<file path="src/rtl/regfile_xfer_engine.sv">
// Bulk dump/load engine for the register file: walks a contiguous register range
// and bridges it to valid/ready streams while holding the core off via busy.
module regfile_xfer_engine #(
    parameter int AW = 5,
    parameter int DW = 32
) (
    input  logic          clk,
    input  logic          rst,
    input  logic          cmd_valid,
    output logic          cmd_ready,
    input  logic          cmd_op,
    input  logic [AW-1:0] cmd_first,
    input  logic [AW:0]   cmd_count,
    output logic          busy,
    output logic          done,
    output logic          err,
    output logic [AW-1:0] rf_raddr,
    input  logic [DW-1:0] rf_rdata,
    output logic [AW-1:0] rf_waddr,
    output logic [DW-1:0] rf_wdata,
    output logic          rf_we,
    input  logic          in_valid,
    output logic          in_ready,
    input  logic [DW-1:0] in_data,
    output logic          out_valid,
    input  logic          out_ready,
    output logic [DW-1:0] out_data,
    output logic [1:0]    dbg_state
);

    // Handshakes: a word moves on a rising edge where valid && ready; a producer
    // holding valid keeps its data stable until ready is seen.
    typedef enum logic [1:0] {IDLE, DUMP, LOAD, FIN} state_t;

    localparam logic [AW:0] MAX_COUNT = (AW + 1)'(2 ** AW);
    localparam logic [AW:0] ONE       = (AW + 1)'(1);

    state_t        state;
    logic [AW-1:0] ptr;
    logic [AW:0]   remaining;
    logic          err_flag;
    logic          cmd_ok;
    logic          capture;

    assign cmd_ok    = (cmd_count != '0) && (cmd_count <= MAX_COUNT);
    assign capture   = (state == DUMP) && (remaining != '0) && (!out_valid || out_ready);

    assign cmd_ready = (state == IDLE);
    assign busy      = (state != IDLE);
    assign done      = (state == FIN);
    assign err       = (state == FIN) && err_flag;
    assign dbg_state = state;

    // Register file ports are combinational so a LOAD write lands on the handshake edge.
    assign rf_raddr  = (state == DUMP) ? ptr : '0;
    assign in_ready  = (state == LOAD);
    assign rf_waddr  = (state == LOAD) ? ptr : '0;
    assign rf_wdata  = (state == LOAD) ? in_data : '0;
    assign rf_we     = (state == LOAD) && in_valid && (ptr != '0);

    always_ff @(posedge clk or posedge rst) begin
        if (rst) begin
            state     <= IDLE;
            ptr       <= '0;
            remaining <= '0;
            err_flag  <= 1'b0;
            out_valid <= 1'b0;
            out_data  <= '0;
        end else begin
            case (state)
                IDLE: begin
                    if (cmd_valid) begin
                        ptr       <= cmd_first;
                        remaining <= cmd_count;
                        err_flag  <= !cmd_ok;
                        if (!cmd_ok)
                            state <= FIN;
                        else if (cmd_op)
                            state <= LOAD;
                        else
                            state <= DUMP;
                    end
                end
                DUMP: begin
                    if (capture) begin
                        out_data  <= rf_rdata;
                        out_valid <= 1'b1;
                        ptr       <= ptr + 1'b1;
                        remaining <= remaining - 1'b1;
                    end else if (out_valid && out_ready) begin
                        // Only reachable once every word has been captured.
                        out_valid <= 1'b0;
                        state     <= FIN;
                    end
                end
                LOAD: begin
                    if (in_valid) begin
                        ptr       <= ptr + 1'b1;
                        remaining <= remaining - 1'b1;
                        if (remaining == ONE)
                            state <= FIN;
                    end
                end
                FIN: begin
                    err_flag <= 1'b0;
                    state    <= IDLE;
                end
                default: state <= IDLE;
            endcase
        end
    end

endmodule

</file>
<file path="config.mk">
export PLATFORM = sky130hd
export DESIGN_NAME = regfile_xfer_engine
export DESIGN_NICKNAME = d
export VERILOG_FILES = /design/src/rtl/regfile_xfer_engine.sv
export SDC_FILE = /design/constraint.sdc
export NUM_CORES = 1
export LEC_CHECK = 0
export BUFFER_PORTS_ARGS = -buffer_cell sky130_fd_sc_hd__buf_2
export CAP_MARGIN = 15
export CORE_ASPECT_RATIO = 0.75
export CORE_MARGIN = 2
export CORE_UTILIZATION = 44
export CTS_CLUSTER_SIZE = 25
export DETAILED_ROUTE_END_ITERATION = 8
export HOLD_SLACK_MARGIN = 0.05
export PLACE_DENSITY = 0.88
export SLEW_MARGIN = 40
export SYNTH_ARGS = -nofsm -noshare
export SYNTH_HDL_FRONTEND = slang
export SYNTH_SLANG_ARGS = --single-unit
</file>
<file path="constraint.sdc">
create_clock -name clk -period 2.1 [get_ports clk]
set_input_delay 0 -clock clk [delete_from_list [all_inputs] [get_ports clk]]
set_output_delay 0 -clock clk [all_outputs]
set_load 0.01 [all_outputs]
</file>
* Word level (Yosys, flattened, before mapping)
Index checks and enable logic that the tools add are counted.
Storage, ports and cells: logic and storage cells 65, input port bits 81, bits in registers 47, output and inout bits 83
Operators by class: reduce and logical (&&, ||, !) cells 23, add/subtract/negate cells 2, magnitude comparators 1, equal/unequal tests 10, muxes and demuxes 23
Operators with widths (count):
- $mux 32 | 1
- $mux 5 | 5
- $mux 6 | 3
- $pmux 6 s3 | 1
- $pmux 5 s3 | 1
- $mux 2 | 7
- $reduce_bool 6->1 | 2
- $ne 2x2->1 const B | 4
- $pmux 2 s4 | 1
- $logic_and 1x1->1 | 7
- $eq 6x1->1 const B | 1
- $le 6x6->1 const B | 1
- $reduce_and 2->1 | 3
- $reduce_bool 2->1 | 3
- $sub 6x1->6 const B | 1
- $add 5x1->5 const B | 1
- $reduce_and 5->1 | 1
- $reduce_bool 5->1 | 1
- $eq 2x2->1 const B | 2
- $ne 2x1->1 const B | 2
- $reduce_and 4->1 | 1
- $mux 1 | 3
- $reduce_bool 3->1 | 1
- $eq 2x1->1 const B | 1
- other kinds (4) | 5

* Depth between registers and ports, before layout
word-level depth 5, mapped depth 8, gate-level depth less buffers 6

* Worst setup path before layout
No wires, ideal clock.
path kind register to register, start reg state[0], in the netlist dbg_state[0], end reg remaining[3], cell stages (with the launch flop) 8, library setup time 0.090 ns, data arrival time 1.754 ns, required time 2.010 ns, setup slack 0.256 ns, clock period less this slack 1.844 ns, path buffers 2, path through dfrtp_1 inv_1 ha_1 clkbuf_1 clkbuf_1 nor3b_1 nand3_1 o2111ai_1
Between the ends: word-level cells in the longest chain between the ends 5, elaborated cells between the ends (all ways) 11, classes of those cells eq/ne: 5; mux: 1; reduce/logical: 5
Ends and longest elaborated chain:
- start: declaration | line 38 | state_t state;
- start signal: assignment | line 63 | state <= IDLE;
- start signal: assignment | line 77 | state <= FIN;
- start signal: assignment | line 79 | state <= LOAD;
- $eq 2x1->1 | line 46, 70
- $logic_and 1x1->1 (2 in series) | line 46 | assign capture = (state == DUMP) && (remaining != '0) && (!out_valid || out_ready);
- $ne 2x2->1 (no source line)
- $reduce_and 4->1 (no source line)
- end signal: assignment | line 74 | remaining <= cmd_count;
- end signal: assignment | line 89 | remaining <= remaining - 1'b1;
- end signal: assignment | line 99 | remaining <= remaining - 1'b1;
- end: declaration | line 40 | logic [AW:0] remaining;
Parallel ways exist; a longest one is shown, timed or not. A chain may end at the register's enable or synchronous reset.

* Final worst setup path
start reg state[1], in the netlist dbg_state[1], end reg out_data[9]
Between the ends: word-level cells in the longest chain between the ends 4
Ends and longest elaborated chain:
- $eq 2x1->1 * | line 46, 70
- $logic_and 1x1->1 (2 in series) | line 46
- $reduce_and 2->1 (no source line) *
- end signal: assignment | line 86 | out_data <= rf_rdata;
- end: declaration | line 27 | output logic [DW-1:0] out_data,
Mark *: on every way between the ends. The rest lies on a longest branch, timed or not.

==> qor.yml <==
cts_tree: "done"
ios: 164
setup_viol: 0
routedWlPerCell_microns: 14.8
r2r-start: "dbg_state[1]$_DFFE_PP0P_"
fin_worst_skew_ns: 0.00870
worstSetupPathType: "reg2reg"
drv_cap: 0
core-area_sq_um: 5950
synth.area.top_cells: "dfrtp_1 (43%), mux2_4 (16%), and2_1 (10%)"
clk_path_buf_depth: 2
areaGrowthSynthToFinish_pct: 52.4
numPortBuffers: 163
wirelength_mm: 7.81
layout.cells.non_filler: 529
end_kind: "flip-flop"
grt.total_usage_pct: 22.6
rsz0062_at_grt: "false"
cp.arrival_ns: 2.14
ys_types: 42
initial_utilization_pct: 46.4
antenna_found_initial: 0
dieArea_sq_um: 6930
required_ns: 2.28
worst_hold_slack_ns: 0.0681
finalInstanceArea_sq_um: 4210
netlist_area_sq_um: 2760
period_minus_slack_ns: 1.96
vdd_drop_max_mv: 0.605
dp.cells: 478
nFillCells: 427
place.gp.congestion: 0.814
synth-seq-area-share_pct: 42.6
root_buffer: "clkbuf_8"
worst-r2r-cell-count: 5
place_ws_ns: 0.157
routed_via_density: 4.86
fin_nets: 541
finalWorstSetupSlack_ns: 0.141
yosysTopAreaCellShare_pct: 42.6
die_h_microns: 72.6
cts_resized: 0
numCtsBuffers: 5
p_per_area_nw_per_um2: 1440
grt_pass1_vias: 2494
synthFlopType: "dfrtp_1"
holdBufCountCts: 43
num_vias: 2570
synth-seq-cells: 47
tightest_slew_ns: 0.522
min-delay-start: "cmd_first[3]"
clk_latency_ns: 0.30
finalHoldViolations: 0
p_leak_nw: 2.23
synth_top_cell_by_area: "dfrtp_1"
htreeDepth: 2
max_freq_mhz: 510
grt_overflow_total: 0
critPathMaxFanout: 12
ant_nets: 0
worstHoldPathType: "in2reg"
synth_warnings: 0
post_cts_buffers: 0
maxSlewHeadroom_pct: 64.8
drive_above_1_share_pct: 49.0
n_antenna_cell: 0
cp-startpoint: "dbg_state[1]$_DFFE_PP0P_"
crit_path_start_kind: "flip-flop"
clk_pin_slew_ns: 0.09
tns_ns: 0
grt_max_degree: 39
syn-num-nets: 333
dieWidth_microns: 95.5
clock_sinks: 47
synth_edf_count: 0
netlist_top_cells_count: "dfrtp_1 (47), and2_1 (44), mux2_4 (30)"
drtIter0Drc: 93
drv_slew: 0
syn_inst: 242
dp_hpwl_mm: 5.76
yosysMostFrequentCell: "dfrtp_1"
period_share_pct: 93.3
whs_path_depth: 3
async_flop_share_pct: 100
first_pass_iters: 4
grt_pass1_wl_mm: 12.3
avgSynthCellArea_sq_um: 11.4
route.detailed.drc: 0
status: "completed"
placed_area_sq_um: 3660
num_rows: 24
## layout make-up
| cell class | count | area (sq um) | area share, % |
|---|---|---|---|
| clock buffer | 5 | 68.8 | 1.64 |
| sequential | 47 | 1180 | 28.0 |
| tap | 78 | 97.6 | 2.32 |
| inverter | 12 | 45.0 | 1.07 |
| timing repair buffer | 216 | 1350 | 32.0 |
| clock inverter | 3 | 47.5 | 1.13 |
| multi-input combinational | 168 | 1420 | 33.9 |
## cells by family (layout without fill, tap and decap cells)
group,after synthesis,after routing,synth area share (%)
AND/OR/NAND/NOR,87,87,19.7
flip-flops,47,47,42.6
multiplexers,39,39,19.7
AO/OA/AOI/OAI,32,32,7.66
buffers and inverters,27,236,5.80
adder cells (fa/ha/maj),10,10,4.53
## worst max-delay path: stages, from the launching register on
cell	delay, ns
dfrtp_1	0.42
inv_1	0.14
ha_1	0.38
and3_4	0.38
buf_4	0.21
mux2_4	0.31
## final timing paths
kind,slack (ns),end
min in group asynchronous,0.15,remaining[2]$_DFFE_PP0P_
max reg2reg,0.14,out_data[9]$_DFFE_PP0P_
max,0.14,out_data[9]$_DFFE_PP0P_
max in group asynchronous,1.39,out_data[14]$_DFFE_PP0P_
min,0.07,ptr[3]$_DFFE_PP0P_
min reg2reg,0.51,out_data[28]$_DFFE_PP0P_
## layout by cell type, fill, tap and decap left out, types with 3 or more instances in the layout
master | Yosys | final
buf_2 | 2 | 163
mux2i_1 | 7 | 7
dlygate4sd3_1 | 0 | 43
nand3_1 | 9 | 9
a31oi_1 | 6 | 6
and2_1 | 44 | 44
buf_4 | 0 | 8
mux2_4 | 30 | 30
a21oi_1 | 8 | 8
nor2_1 | 3 | 3
nand2_1 | 10 | 10
dfrtp_1 | 47 | 47
ha_1 | 10 | 10
o21ai_0 | 5 | 5
clkbuf_8 | 0 | 5
inv_1 | 12 | 11
## state kept, by name (all words and copies together), names as in the netlist
signal and cells:
ptr 5, err_flag 1, out_data 32, remaining 6, dbg_state 2, out_valid 1
## power by group
group	switching (W)	internal, W	leakage (nW)
Clock	0.000313	0.000361	0.0587
Combinational	0.00178	0.00187	1.62
Sequential	0.000370	0.00138	0.550
Total	0.00246	0.00361	2.23
## metal layers
layer  vias to the layer above  global-route usage [%]  part of all wire (%)
met2                        86                    37.8                    47
met3                         4                    4.13                   5.9
met5                         -                       0                     0
met4                         0                    2.86                  0.28
met1                      1223                    31.7                    47
li1                       1257                       -                     -
## per-stage QoR
stage	util (%)	power [W]
floorplan	-	0.00422
global placement	61.5	0.00520
detailed placement	61.5	0.00532
CTS	70.7	0.00608
global route	70.7	0.00653
finish	70.7	0.00607
Power figures use the tool's default switching activity.
